`src/rtl/line_adaptor_pkg.sv`:
```
// Shared types and constants for the cache line <-> memory burst adaptor.
// State encoding plus default beat geometry (256-bit line, 64-bit beats).
package line_adaptor_pkg;

  localparam int BEATS = 4;
  localparam int CNT_W = $clog2(BEATS);

  typedef enum logic [1:0] {
    IDLE  = 2'd0,
    READ  = 2'd1,
    WRITE = 2'd2,
    DONE  = 2'd3
  } state_e;

endpackage

```
`src/rtl/burst_counter.sv`:
```
// Beat counter for one line burst: clear on load, step on each accepted beat.
// last flags the final beat; the wrap back to zero is the terminal condition.
module burst_counter
  import line_adaptor_pkg::*;
#(
  parameter int beats = BEATS,
  parameter int cw    = CNT_W
) (
  input  logic          clk,
  input  logic          rst,
  input  logic          clr,
  input  logic          en,
  output logic [cw-1:0] cnt,
  output logic          last
);

  localparam logic [cw-1:0] LAST_IDX = cw'(beats - 1);

  assign last = (cnt == LAST_IDX);

  always_ff @(posedge clk) begin
    if (rst || clr) begin
      cnt <= '0;
    end else if (en) begin
      cnt <= last ? '0 : cnt + 1'b1;
    end
  end

endmodule

```
`src/rtl/line_burst_adaptor.sv`:
```
// Performs one cache line read/write as a fixed-length burst of memory beats.
// Define LINE_ADAPTOR_ALIGN_EN to force the burst address line-aligned.
module line_burst_adaptor
  import line_adaptor_pkg::*;
#(
  parameter int s_offset = 5,
  parameter int s_line   = 256,
  parameter int s_burst  = 64
) (
  input  logic              clk,
  input  logic              rst,
  input  logic [31:0]       line_address_i,
  input  logic              line_read_i,
  input  logic              line_write_i,
  input  logic [s_line-1:0] line_wdata_i,
  output logic [s_line-1:0] line_rdata_o,
  output logic              line_resp_o,
  output logic [31:0]       burst_address_o,
  output logic              burst_read_o,
  output logic              burst_write_o,
  output logic [s_burst-1:0] burst_wdata_o,
  input  logic [s_burst-1:0] burst_rdata_i,
  input  logic              burst_resp_i
);

  localparam int beats = s_line / s_burst;
  localparam int cw    = (beats > 1) ? $clog2(beats) : 1;

  state_e state;
  logic [31:0] addr_q;
  logic [beats-1:0][s_burst-1:0] wline_q;
  logic [beats-1:0][s_burst-1:0] rline_q;
  logic [cw-1:0] cnt;
  logic last;
  logic beat_en;
  logic cnt_clr;

  assign beat_en = burst_resp_i &&
                   (state == READ || state == WRITE);
  assign cnt_clr = (state == IDLE);

  burst_counter #(
    .beats (beats),
    .cw    (cw)
  ) u_cnt (
    .clk  (clk),
    .rst  (rst),
    .clr  (cnt_clr),
    .en   (beat_en),
    .cnt  (cnt),
    .last (last)
  );

  always_ff @(posedge clk) begin
    if (rst) begin
      state   <= IDLE;
      addr_q  <= '0;
      wline_q <= '0;
      rline_q <= '0;
    end else begin
      case (state)
        IDLE: begin
          if (line_read_i) begin
            addr_q <= line_address_i;
            state  <= READ;
          end else if (line_write_i) begin
            addr_q  <= line_address_i;
            wline_q <= line_wdata_i;
            state   <= WRITE;
          end
        end
        READ: begin
          if (burst_resp_i) begin
            rline_q[cnt] <= burst_rdata_i;
            if (last) state <= DONE;
          end
        end
        WRITE: begin
          if (burst_resp_i && last) state <= DONE;
        end
        DONE:    state <= IDLE;
        default: state <= IDLE;
      endcase
    end
  end

  assign line_rdata_o  = rline_q;
  assign line_resp_o   = (state == DONE);
  assign burst_read_o  = (state == READ);
  assign burst_write_o = (state == WRITE);
  assign burst_wdata_o = (state == WRITE) ? wline_q[cnt] : '0;

`ifdef LINE_ADAPTOR_ALIGN_EN
  assign burst_address_o = {addr_q[31:s_offset], {s_offset{1'b0}}};
`else
  assign burst_address_o = addr_q;
`endif

endmodule

```
`config.mk`:
```
export PLATFORM = sky130hd
export DESIGN_NAME = line_burst_adaptor
export DESIGN_NICKNAME = d
export VERILOG_FILES = /design/src/rtl/line_adaptor_pkg.sv /design/src/rtl/burst_counter.sv /design/src/rtl/line_burst_adaptor.sv
export SDC_FILE = /design/constraint.sdc
export NUM_CORES = 1
export LEC_CHECK = 0
export CORE_AREA = 2 2 275 277
export DETAILED_ROUTE_END_ITERATION = 10
export DIE_AREA = 0 0 277 279
export GPL_TIMING_DRIVEN = 0
export PLACE_DENSITY_LB_ADDON = 0.25
export SYNTH_ARGS = -nofsm -noshare
export SYNTH_HDL_FRONTEND = slang
export SYNTH_SLANG_ARGS = --single-unit
```
`constraint.sdc`:
```
create_clock -name clk -period 6.2 [get_ports clk]
set_input_delay 0.93 -clock clk [delete_from_list [all_inputs] [get_ports clk]]
set_output_delay 0.93 -clock clk [all_outputs]
set_load 0.01 [all_outputs]
```
==> results of run 1 <==
==> power groups by stage <==
stage | clock network (uW) | registers (uW) | logic (uW)
final | 3760 | 3990 | 1920
after CTS | 3830 | 3990 | 1950
after global placement | 0 | 4060 | 1930
after detailed placement | 0 | 4070 | 1940
after global routing | 3970 | 4030 | 2100
after floorplan | 0 | 4070 | 919
==> layer usage <==
layer  global-route usage [%]  vias up
li1                         -     9892
met1                     25.1     9496
met3                     6.28      139
met4                     7.53        8
met5                        0        -
met2                     40.8      649
==> worst reg2reg max path, cell delays in order (launching register included) <==
cell,delay [ns]
dfxtp_1,0.46
buf_2,0.42
buf_2,0.42
inv_1,0.11
ha_1,0.20
nand3_1,0.47
clkbuf_1,0.54
nand2_1,0.11
a21oi_1,0.17
==> cells in the final DEF (no fill, tap or decap) <==
master,n
diode_2,8
buf_2,56
a211oi_1,1
o2bb2ai_1,1
buf_6,2
a311oi_1,1
and3_1,4
clkbuf_8,19
or3b_2,1
o21ai_0,1
buf_4,19
bufinv_16,5
clkbuf_16,60
and3b_1,1
clkbuf_1,133
nand2_1,1090
mux2i_1,3
clkinv_4,1
inv_6,1
a21oi_1,546
o21a_1,1
dfxtp_1,548
clkinv_2,4
nand3_1,4
nor3_1,2
clkinv_16,2
clkdlybuf4s50_1,709
clkinvlp_4,2
buf_1,4
nor2_1,1
buf_12,2
ha_1,8
mux4_2,64
o21ai_1,1
nand3b_1,1
inv_1,4
and2_1,64
==> synthesized netlist by cell type (2+ instances only) <==
library cell	n	area, um^2
inv_1	4	15.0
dfxtp_1	548	11000
and3_1	4	25.0
ha_1	8	100
buf_2	56	280
mux2i_1	3	30.0
a21oi_1	546	2730
buf_1	4	15.0
buf_4	19	143
buf_12	2	40.0
buf_6	2	22.5
nand3_1	4	20.0
nor3_1	2	10.0
mux4_2	64	1440
and2_1	64	400
nand2_1	1090	4090
clkbuf_1	118	443
==> path summary, 6_finish.rpt <==
kind                        to  slack [ns]  cells after the start
min reg2reg       wline_q[194]        0.45                      2
max reg2reg    line_rdata_o[7]        3.21                      8
max          burst_wdata_o[21]        1.77                      6
min               wline_q[194]        0.45                      2
==> cells by family after synthesis <==
logic type | after synthesis
and+or+nand+nor | 1168
AOI/OAI and AO/OA | 552
DFF | 548
buffers and inverters | 205
muxes | 67
adders and majority gates | 8
==> cell type report <==
cell class	count	area (um^2)	share of cell area, %
repair buffers	709	7100	22.7
clock buffers	94	1820	5.82
flip-flops and latches	548	11000	35.1
clock inverters	15	263	0.840
multi-input cells	1795	8920	28.5
plain buffers	201	943	3.02
inverters	4	15.0	0.0480
diodes	8	20.0	0.0640
well taps	969	1210	3.88
==> stage by stage <==
step / cells / hold WS (ns) / instance area (um^2) / power, uW / utilization, %
final: 4343 / 0.452 / 31300 / 9670 / 42.2
after global routing: 4339 / 0.465 / 31300 / 10100 / 42.2
after CTS: 4335 / 0.452 / 31200 / 9770 / 42.2
after detailed placement: 4226 / 0.443 / 29200 / 6010 / 39.4
after global placement: 4226 / 0.440 / 29200 / 5990 / 39.4
after floorplan: 2548 / 0.433 / 20900 / 4980 / -
==> state kept, by name, indices dropped and copies added (netlist names) <==
| register | count |
|---|---|
| state | 2 |
| wline_q | 256 |
| burst_address_o | 32 |
| u_cnt.cnt | 2 |
| line_rdata_o | 256 |
==> metrics.md, run 1 <==
| Metric | Value |
|---|---|
| Largest net degree at the start of global routing | `18` |
| DIE WIDTH | `277 um` |
| Worst slew pin tran | `1.05 ns` |
| Initial detailed-routing violation count | `1,069` |
| Htree depth | `2` |
| Crit path max-delay cell type | `clkbuf_1` |
| Avg WL per Cell | `20.7 um` |
| CP cell instances | `inv_1 > ha_1 > clkbuf_1 > clkbuf_1 > and2_1 > clkdlybuf4s50_1` |
| Setup crit start kind | `flop` |
| Final period util | `71.4%` |
| Syn_nets | `2,913` |
| CP top delay family | `buffers and inverters` |
| WL final | `89,800 um` |
| # nets final | `3,684` |
| IO Pins | `712` |
| Die ar. | `0.0773 mm^2` |
| Mux contribution to synthesized area | `7.06%` |
| Number of enable flip-flop cells after synthesis | `0` |
| RSZ-0062 raised after global routing | `false` |
| Synth Area per Inst | `8.18 um^2` |
| Pre-antenna DRT Iters | `5` |
| Clk buf depth | `3` |
| Hold Crit Start | `wline_q[194]` |
| CP bufs+invs | `4` |
| Start point of the critical path | `state[0]` |
| Cells after synthesis | `2,548` |
| Vias per cell | `4.65` |
| Peak VDD IR | `0.000204 V` |
| Most common flop cell mapped by yosys | `dfxtp_1` |
| Slew Viols, Final | `0` |
| Maximum net fanout on the critical path | `10` |
| Hold Path Class | `flop to flop` |
| Port Buffers | `709` |
| Max cap viols | `0` |
| Post-Syn Area | `0.0209 mm^2` |
| LEAKAGE | `0.0107 uW` |
| Routed Antenna Nets | `0` |
| CP Data Arrival Time | `3.50 ns` |
| Worst Setup Slack, final | `1.77 ns` |
| Adder-Cell Fraction of Synth Area | `0.480%` |
| Switching pwr | `2780 uW` |
| Post-CTS Setup Inserts | `0` |
| Final setup viols | `0` |
| Int Pwr | `6890 uW` |
| Total gr overflow | `0` |
| Root Driver | `clkbuf_16` |
| RR Startpoint | `u_cnt.cnt[1]` |
| Max_slew headroom | `30.0%` |
| CTS Sinks | `548` |
| Synth Area in Simple Gates | `21.9%` |
| Crit path kind | `flop to primary output` |
| Vias in the first global route | `19,800` |
| Xor/xnor share of the synthesized area | `0%` |
| Setup Skew | `0.0292 ns` |
| Met1 WL | `34,600 um` |
| DP Worst Slack | `2.36 ns` |
| Final HPWL DP | `69,200 um` |
| Post-CTS sizing | `0` |
| Net Sw Frac | `28.8%` |
| Placer Congestion | `0.855` |
| Setup TNS | `0 ns` |
| # rows | `100` |
| Status | `finished clean` |
| CTS tree | `built` |
| Synthesized flop and latch total | `548` |
| Critical Path Max Stage Delay | `0.66 ns` |
| Starting density of the core | `28.2%` |
| Clock share of power | `38.9%` |
| Initial antenna violation count | `11` |
| Worst-Skew Late Latency | `0.65 ns` |
| Ys async rst share | `0%` |
| WL met2 | `45,600 um` |
| Yosys warning count | `0` |
| Share of cells above drive strength 1 | `7.07%` |
| First-pass GRT wire length | `130,000 um` |
| Final Hold Fails | `0` |
| Power Density | `309 mW/mm^2` |
| Comb power frac | `19.8%` |
| Flop pwr share | `41.3%` |
| TritonCTS buffer count | `60` |
| Req. time, crit path | `5.27 ns` |
| Min Tclk post-route | `4.43 ns` |
| Die height | `279 um` |
| GRT Total Usage | `22.4%` |
| Area Overhead vs Synth | `49.9%` |
| Highest Signal Layer | `met5` |
| Hold buffer count at cts | `0` |
| Fillers | `7,639` |
| Critical path capture point type | `primary output` |
| Core Area | `0.0741 mm^2` |
| Max Freq | `0.226 GHz` |
| CTS clk-pin slew, worst paths | `0.06 ns` |
| Cell mode on critical path | `clkbuf_1` |
| Vias post-DR | `20,200` |
| Netlist cell types | `27` |
| Largest family of logic cells by synthesized area | `simple AND/OR/NAND/NOR gates` |
| DRC Markers | `0` |
| Met3 routed WL | `6600 um` |
| Seq/Total Area, Yosys | `52.6%` |
| Synth Area in Compound Gates | `13.3%` |
(Power assumes the default switching activity.)
==> run 2: changes to the inputs <==
==> constraint.sdc (replaced) <==
create_clock -name clk -period 3.87 [get_ports clk]
set_input_delay 0.5805 -clock clk [delete_from_list [all_inputs] [get_ports clk]]
set_output_delay 0.5805 -clock clk [all_outputs]
set_load 0.01 [all_outputs]
==> run 2 against run 1 <==
  * Clock-buffer cell count is the same
  * Sequential power grew 60%
  * Highest routed layer unchanged
  * Hold slack is essentially flat
  * Largest power group unchanged
==> metrics.md, run 2 (synthesis gave the netlist of run 1 again) <==
| Metric | Value |
|---|---|
| WL final | `89,900 um (about the same)` |
| Int Pwr | `11,000 uW (+60%)` |
| Slew Viols, Final | `0 (unchanged)` |
| Placed cells | `4,226 (unchanged)` |
| Reg2Reg Depth | `8 (unchanged)` |
| Final setup viols | `0 (unchanged)` |
| Power Density | `496 mW/mm^2 (+60%)` |
| CP Data Arrival Time | `2.98 ns (-0.52 ns)` |
| CTS Sinks | `548 (unchanged)` |
| Max cap viols | `0 (unchanged)` |
| Final Hold Fails | `0 (unchanged)` |
| LEAKAGE | `0.0107 uW (+0.12%)` |
| Worst slew pin tran | `1.05 ns (-0.00239 ns)` |
| WL met2 | `45,600 um (about the same)` |
| Min Tclk post-route | `3.56 ns` |
| TritonCTS buffer count | `60 (unchanged)` |
| DRC Markers | `0 (unchanged)` |
| Req. time, crit path | `3.29 ns (-1.98 ns)` |
| Area Overhead vs Synth | `49.9% (about the same)` |
| Non-filler cells, final | `4,342 (-0.023%)` |
| Hold buffer count at cts | `0 (unchanged)` |
| Final period util | `92.1%` |
| Status | `finished clean` |
| Total gr overflow | `0 (unchanged)` |
| Area of the multi-input gates | `0.00892 mm^2 (unchanged)` |
| Pre-antenna DRT Iters | `6 (+1)` |
| Comb power frac | `19.8% (about the same)` |
| Critical Path Max Stage Delay | `0.50 ns (-0.16 ns)` |
| Clock share of power | `38.9% (about the same)` |
| Setup crit start kind | `flop` |
| Reg area | `0.0110 mm^2 (unchanged)` |
| CP Depth | `5 (-1)` |
| Worst-Skew Late Latency | `0.65 ns (about the same)` |
| Final HPWL DP | `69,200 um (unchanged)` |
| Crit path kind | `flop to primary output` |
| Largest net degree at the start of global routing | `18 (unchanged)` |
| DIE WIDTH | `277 um (unchanged)` |
| Net Sw Frac | `28.8% (+0.032 points)` |
| CTS clk-pin slew, worst paths | `0.06 ns (about the same)` |
| Critical path capture point type | `primary output` |
| Avg WL per Cell | `20.7 um (about the same)` |
| Crit path max-delay cell type | `clkdlybuf4s50_1` |
| Max Freq | `0.281 GHz` |
| RSZ-0062 raised after global routing | `false` |
| Leading cell type in the layout, fill and taps excluded | `nand2_1` |
| Max_slew headroom | `30.2% (+0.16 points)` |
| # rows | `100 (unchanged)` |
| IO Pins | `712 (unchanged)` |
| CP cell instances | `buf_2 > buf_2 > mux4_2 > and2_1 > clkdlybuf4s50_1` |
| Clk buf depth | `3 (unchanged)` |
| GRT Total Usage | `22.4% (unchanged)` |
| First-pass GRT wire length | `130,000 um (about the same)` |
| CTS tree | `built` |
| Initial antenna violation count | `11 (unchanged)` |
| R2R Setup Slk | `0.89 ns (-2.32 ns)` |
| Die ar. | `0.0773 mm^2 (unchanged)` |
| Share of cells above drive strength 1 | `7.19% (+0.12 points)` |
| Switching pwr | `4470 uW (+61%)` |
| Fillers | `7,636 (-0.039%)` |
| CP top delay family | `buffers and inverters` |
| Initial detailed-routing violation count | `1,105 (+3.4%)` |
| WHS Path Cells | `2 (unchanged)` |
| Highest Signal Layer | `met5` |
| Routed Antenna Nets | `0 (unchanged)` |
| CP bufs+invs | `3 (-1)` |
| Root Driver | `clkbuf_16` |
| Starting density of the core | `28.2% (unchanged)` |
| Vias post-DR | `20,200 (+0.025%)` |
| Hold Path Class | `flop to flop` |
| Commonest non-fill, non-tap cells in the layout | `nand2_1, clkdlybuf4s50_1, dfxtp_1, a21oi_1, clkbuf_1` |
| Vias in the first global route | `19,800 (-0.015%)` |
| Peak VDD IR | `0.000327 V (+60%)` |
| Met3 routed WL | `6640 um (+0.52%)` |
| Setup TNS | `0 ns (unchanged)` |
| Placer Congestion | `0.855 (unchanged)` |
| # nets final | `3,684 (unchanged)` |
| Setup Skew | `0.0293 ns (+0.000167 ns)` |
| Vias per cell | `4.65 (about the same)` |
| Port Buffers | `709 (unchanged)` |
| Post-CTS Setup Inserts | `0 (unchanged)` |
| Die height | `279 um (unchanged)` |
| Met1 WL | `34,600 um (about the same)` |
| Core Area | `0.0741 mm^2 (unchanged)` |
| Flop pwr share | `41.3% (about the same)` |
| Cell mode on critical path | `buf_2` |
| Maximum net fanout on the critical path | `10 (unchanged)` |
| Htree depth | `2 (unchanged)` |
==> run 2: cell types whose count changed in the layout (fill, tap and decap cells not counted) <==
cell	delta
clkbuf_1	-4
clkbuf_2	+4
diode_2	-1
==> run 2: cell type report <==
cell class                      count  share of cell area, %
Sequential cell                   548                   35.1
Multi-Input combinational cell   1795                   28.5
Timing Repair Buffer              709                   22.7
Clock buffer                       94                   5.82
Tap cell                          969                   3.88
Buffer                            201                   3.03
Clock inverter                     15                  0.840
Antenna cell                        7                 0.0560
Inverter                            4                 0.0480
==> run 2: worst paths after layout <==
path | start | end
worst max-delay path | u_cnt.cnt[1] | burst_wdata_o[16]
worst min-delay path | line_rdata_o[130] | line_rdata_o[130]
worst max register to register | u_cnt.cnt[1] | line_rdata_o[7]
worst min register to register | line_rdata_o[130] | line_rdata_o[130]
==> run 2: stage by stage <==
stage / cell area, um^2 / total power [uW] / hold WS [ns] / utilization, % / setup WS (ns)
after global placement: 29200 / 9600 / 0.440 / 39.4 / 0.375
after CTS: 31200 / 15700 / 0.450 / 42.2 / 0.0105
after floorplan: 20900 / 7980 / 0.433 / - / 1.84
after detailed placement: 29200 / 9630 / 0.443 / 39.4 / 0.376
after global routing: 31300 / 16200 / 0.465 / 42.2 / 0.136
final: 31300 / 15500 / 0.452 / 42.2 / 0.306
==> run 2: timing repair <==
item                                    in CTS  in global routing
endpoints found under the setup margin      41                 11
endpoints found under the hold margin        0                  0
resized for setup                            2                  4
==> run 2: tightest hold or removal path, delay by kind of cell, from the launching register on <==
| kind | cells | cell delay, ns |
|---|---|---|
| compound gates | 1 | 0.05 |
| flops | 1 | 0.31 |
| simple gates | 1 | 0.05 |
==> run 2: routing by layer <==
metal  track usage (%)  vias to the layer above
met1              25.1                     9479
met2              40.8                      666
met4              7.53                       10
met3              6.28                      139
met5                 0                        -
li1                  -                     9895
==> run 2: power by group through the flow <==
stage,combinational [uW],clock [uW],sequential (uW)
floorplan,1470,0,6510
global placement,3100,0,6500
detailed placement,3110,0,6510
CTS,3130,6130,6390
global route,3360,6360,6450
finish,3070,6030,6400
==> patch 1 (config.mk and constraints of run 2) <==
The parameter `s_line` goes from 256 to 128.
--- a/src/rtl/line_burst_adaptor.sv
+++ b/src/rtl/line_burst_adaptor.sv
@@ -6,3 +6,3 @@
   parameter int s_offset = 5,
-  parameter int s_line   = 256,
+  parameter int s_line   = 128,
   parameter int s_burst  = 64
Ports: changed (resized line_rdata_o and line_wdata_i); port bits go from 712 to 456. No check against the original RTL was run, so the function may have changed too.
==> patch 1 against run 2 <==
- via count down 45%
- highest routed layer unchanged
- area after synthesis decreased by 46%
- wire length fell by 45%
- final area shrank 41%
- setup slack better by 0.037 ns
- clock skew shrank 0.011 ns
- power decreased by 39%
- sequential cell count decreased by 257
==> patch 1: results (changes against run 2) <==
[run_status]
status = completed

[pwr]
max-vdd-ir-drop_mv = 0.2746  ; -16%
reported_leakage_power_nw = 6.033  ; -44%

[detailed_routing]
drtPass1Iterations = 5  ; -1
post_drt_wl_per_cell_um = 17.04  ; -18%
wirelength_mm = 49.60  ; -45%
detail_route.vias_per_cell = 3.831  ; -18%
first_iter_violations = 361  ; -67%
drt_antenna_net_count = 0  ; unchanged

[cells_and_area]
filler_cell_count_in_the_final_layout = 8048  ; +5.4%
nets = 2148  ; -42%
final_layout_size_suffix_gt1_frac = 0.06553  ; -0.006364

[global_route]
grt_pass1_wl_mm = 72.12  ; -45%
grt_max_degree = 13  ; -5
grtUsageMet3 = 0.04711  ; -0.01565
globalRouteTotalUtil = 0.1236  ; -0.1005
antenna_violations_before_repair = 7  ; -4
first_global_vias = 11460  ; -42%
use_met1 = 0.1394  ; -0.1112
grt_use_met2 = 0.2155  ; -0.1924

[logic_synthesis]
synthesis.yosys.warnings = 0  ; unchanged
yosys-top-cells-count = nand2_1 (577), dfxtp_1 (291), a21oi_1 (290), mux2i_1 (64), nor2b_1 (64)
yosysUniqueCellTypes = 24  ; -11%
async_sr_flop_fraction = 0  ; unchanged
top_post_synthesis_cells_by_area = dfxtp_1 (51%), nand2_1 (19%), a21oi_1 (13%)
most_used_flip_flop_cell_after_synthesis = dfxtp_1
yosysSeqAreaShare = 0.5136  ; -0.01257
synth.net_count = 1654  ; -43%
synth_area_per_cell_um2 = 7.994  ; -2.3%

[placed_design]
globalplace.congestion = 0.8347  ; -2.4%
detailedPlace.worstSlack_ns = 0.5420  ; +0.1659 ns
dp_cells = 2842  ; -33%
detailedPlacementHpwl_mm = 39.02  ; -44%
place.port_buffers = 454  ; -36%

[cts]
htreeDepth = 2  ; unchanged
postCtsSetupRepairBufs = 0  ; unchanged
cts_inserted_buffers = 38  ; -37%
clkTransAtPathRegs_ns = 0.06  ; about the same
cts_root_buffer = clkbuf_16
max_root_sink_buffers = 3  ; unchanged
clock_insertion_delay_worst_skew_ns = 0.55  ; -0.10 ns

[worst_setup_path]
worst-endpoint-arrival_ns = 2.95  ; -0.03 ns
crit_slowest_cell = clkdlybuf4s50_1
timing.critical_path.fanout_max = 10  ; unchanged
critical-path-max-stage-delay_ns = 0.68  ; +0.18 ns

[hold_path]
holdCritPathClass = reg2reg

[sta]
slew_headroom = 0.1883  ; -0.1134
clock_skews_ns = 0.01879  ; -0.01053 ns

[patch 1: cell types whose count changed after synthesis, moves of 27 or more]
| cell | run 2 | this run |
|---|---|---|
| mux2i_1 | 3 | 64 |
| nor2b_1 | 0 | 64 |
| buf_2 | 56 | 29 |
| dfxtp_1 | 548 | 291 |
| nand2_1 | 1090 | 577 |
| mux4_2 | 64 | 0 |
| clkbuf_1 | 118 | 45 |
| a21oi_1 | 546 | 290 |
| and2_1 | 64 | 0 |
[patch 1: per-stage QoR]
step | total power [mW] | utilization | area [um2]
after floorplan | 4.814 | - | 11340
after global placement | 6.042 | 0.2309 | 17100
after detailed placement | 6.074 | 0.2309 | 17100
after CTS | 9.727 | 0.2478 | 18360
after global routing | 10.04 | 0.2479 | 18360
final | 9.506 | 0.2479 | 18360
[patch 1: area by class of cell]
cell class,instances,area [um2],area share
repair buffers,454,4544,0.2475
flip-flops and latches,291,5826,0.3172
plain buffers,108,641.9,0.03495
inverters,2,7.507,0.0004088
multi-input cells,1018,4870,0.2652
clock buffers,54,1165,0.06343
well taps,969,1212,0.06602
diodes,3,7.507,0.0004088
clock inverters,11,90.09,0.004906
[patch 1: what timing repair did]
action / CTS / global route
resized for setup: 1 / 0
hold buffers: 0 / 0
endpoints found under the setup margin: 15 / 0
[patch 1: worst max-delay path, delay by kind of cell, from the launching register on]
family	cells	cell delay (ns)
adder cells (fa/ha/maj)	1	0.20
buffers and inverters	4	1.62
flip-flops	1	0.36
AND/OR/NAND/NOR	1	0.20
[patch 1: kinds of logic after synthesis]
logic type | share of synthesized area
buffers and inverters | 0.05714
XOR/XNOR | 0.0007723
adder cells (fa/ha/maj) | 0.006618
flip-flops | 0.5136
AND/OR/NAND/NOR | 0.2328
AO/OA/AOI/OAI | 0.1326
multiplexers | 0.05647
[patch 1: routing by layer]
| layer | share of wire | vias up | routed length [um] |
|---|---|---|---|
| met1 | 0.41 | 5141 | 20420 |
| met5 | 0.00046 | - | 23 |
| met4 | 0.025 | 4 | 1237 |
| met3 | 0.086 | 72 | 4270 |
| met2 | 0.48 | 345 | 23640 |
| li1 | - | 5587 | - |
[patch 1: power by group]
part	internal [mW]	switching [mW]
clock	2.15	1.41
sequential	3.30	0.174
combinational	1.11	1.36
[patch 1: final timing paths]
| kind | to | depth (start not counted) | from | slack [ns] |
|---|---|---|---|---|
| worst max-delay path | burst_wdata_o[54] | 6 | state[0] | 0.34 |
| worst min-delay path | wline_q[9] | 2 | wline_q[9] | 0.45 |
| worst max register to register | burst_address_o[5] | 6 | state[0] | 1.57 |
| worst min register to register | wline_q[9] | 2 | wline_q[9] | 0.45 |
==> patch 2 (settings of run 2) <==
Without the edit above. Register the output `line_rdata_o` once more; this adds one clock of latency there. The other outputs are not delayed to match.
--- a/src/rtl/line_burst_adaptor.sv
+++ b/src/rtl/line_burst_adaptor.sv
@@ -86,3 +86,9 @@
 
-  assign line_rdata_o  = rline_q;
+  always_ff @(posedge clk) begin
+    if (rst) begin
+      line_rdata_o <= '0;
+    end else begin
+      line_rdata_o <= rline_q;
+    end
+  end
   assign line_resp_o   = (state == DONE);
Function: not settled (the Yosys comparison gave no result); the edit may change what the design does.
==> patch 2 against run 2 <==
- sequential cell count increased by 256
- setup slack got worse by 0.081 ns
- critical path depth increased by 1
- power increased by 31%
- area after synthesis increased by 33%
- critical endpoint is now burst_wdata_o[22]
- final area increased by 24%
- wire length increased by 12%
- sequential share of layout area increased by 6.3 points
- highest routed layer unchanged
==> patch 2: results (changes against run 2) <==
[logic_synthesis]
async_sr_flop_fraction = 0  ; unchanged
most_used_flip_flop_cell_after_synthesis = dfxtp_1
yosys-top-cells-count = nand2_1 (1090), dfxtp_1 (804), a21oi_1 (546), nor2b_1 (256), clkbuf_1 (133)
synth.net_count = 3453  ; +19%
top_post_synthesis_cells_by_area = dfxtp_1 (58%), nand2_1 (15%), a21oi_1 (9.9%)
yosysSeqAreaShare = 0.5823  ; +0.05616
yosysUniqueCellTypes = 28  ; +3.7%
synthesis.yosys.warnings = 0  ; unchanged

[placed_design]
detailedPlacementHpwl_mm = 77.24  ; +12%
detailedPlace.worstSlack_ns = 0.4896  ; +0.1136 ns
globalplace.congestion = 0.9285  ; +8.5%
place.port_buffers = 709  ; unchanged
dpl_cell_area_mm2 = 0.03595  ; +23%

[sta]
clock_skews_ns = 0.01345  ; -0.01587 ns
timing.fmax_mhz = 274.3  ; -2.2%
tightest_slew_ns = 1.144  ; +0.09663 ns

[detailed_routing]
detail_route.vias_per_cell = 4.791  ; +3.0%
drtPass1Iterations = 5  ; -1
post_drt_wl_per_cell_um = 20.47  ; -1.1%
first_iter_violations = 1537  ; +39%

[cts]
htreeDepth = 3  ; +1
clock_insertion_delay_worst_skew_ns = 0.63  ; -0.02 ns
cts_inserted_buffers = 85  ; +42%
max_root_sink_buffers = 3  ; unchanged
cts_root_buffer = clkbuf_16
clkTransAtPathRegs_ns = 0.06  ; about the same

[hold_path]
holdCritPathClass = reg2reg
hold_path_startpoint = rline_q[109]

[worst_setup_path]
regToRegStartpoint = u_cnt.cnt[1]
timing.critical_path.fanout_max = 10  ; unchanged
worstSetupStartpoint = state[0]
worst-endpoint-arrival_ns = 3.06  ; +0.08 ns

[cells_and_area]
final_layout_size_suffix_gt1_frac = 0.07165  ; -0.0002499
top_regs = line_rdata_o (256), rline_q (256), wline_q (256)
nets = 4249  ; +15%
filler_cell_count_in_the_final_layout = 6980  ; -8.6%

[pwr]
max-vdd-ir-drop_mv = 0.3035  ; -7.3%
reported_leakage_power_nw = 13.77  ; +29%

[global_route]
antenna_violations_before_repair = 16  ; +5
globalRouteTotalUtil = 0.2530  ; +0.02889
first_global_vias = 22890  ; +16%
grt_pass1_wl_mm = 146.3  ; +12%
grt_max_degree = 14  ; -4

[run_status]
status = completed

-- patch 2: changes by cell type after synthesis, sizes merged --
| cell | change |
|---|---|
| dfxtp | +256 |
| nor2b | +256 |
| clkbuf | +15 |
| buf | +13 |
-- patch 2: logic make-up after synthesis --
kind of cell | after synthesis | synth area share
multiplexers | 67 | 0.05323
AND/OR/NAND/NOR | 1424 | 0.2235
flip-flops | 804 | 0.5823
AO/OA/AOI/OAI | 552 | 0.1004
adder cells (fa/ha/maj) | 8 | 0.003621
buffers and inverters | 233 | 0.03698
-- patch 2: per-stage QoR --
stage / instances / power [mW]
2_1_floorplan: 3088 / 10.75
3_3_place_gp: 4766 / 12.22
3_5_place_dp: 4766 / 12.26
4_1_cts: 4919 / 20.55
5_1_grt: 4921 / 21.16
6_report: 4922 / 20.36
-- patch 2: report_power, final --
group / switching [mW] / internal (mW) / total (mW)
registers: 0.279 / 8.81 / 9.08
logic: 1.69 / 1.29 / 2.99
clock network: 3.41 / 4.88 / 8.29
-- patch 2: path summary, 6_finish.rpt --
check,cells after the start,slack [ns],to
min reg2reg,2,0.45,rline_q[109]
min,2,0.45,rline_q[109]
max,6,0.22,burst_wdata_o[22]
max reg2reg,8,0.86,rline_q[46]
-- patch 2: final cells by class --
class	instances	area (um2)	area share
inverters	4	15.01	0.0003865
diodes	3	7.507	0.0001933
plain buffers	229	1008	0.02596
repair buffers	709	7097	0.1827
clock buffers	125	2529	0.06510
clock inverters	28	356.6	0.009180
multi-input cells	2051	10520	0.2709
flip-flops and latches	804	16100	0.4144
well taps	969	1212	0.03121
-- patch 2: timing repair --
| action | in CTS | in global routing |
|---|---|---|
| buffers inserted | 0 | 0 |
| setup endpoints to repair | 40 | 0 |
| resized for setup | 1 | 0 |
| hold buffers | 0 | 0 |
-- patch 2: routing by layer --
metal / global-route usage / vias up / wire length, um
met1: 0.2930 / 11120 / 40060
met2: 0.4525 / 732 / 50350
met5: 0 / - / 134
met4: 0.07525 / 20 / 2588
li1: - / 11550 / -
met3: 0.07179 / 160 / 7608
-- patch 2: worst max-delay path, cell delays in order, from the launching register on --
cell	delay (ns)
dfxtp_1	0.35
inv_1	0.09
ha_1	0.20
clkbuf_2	0.39
clkbuf_1	0.57
and2_1	0.27
clkdlybuf4s50_1	0.56
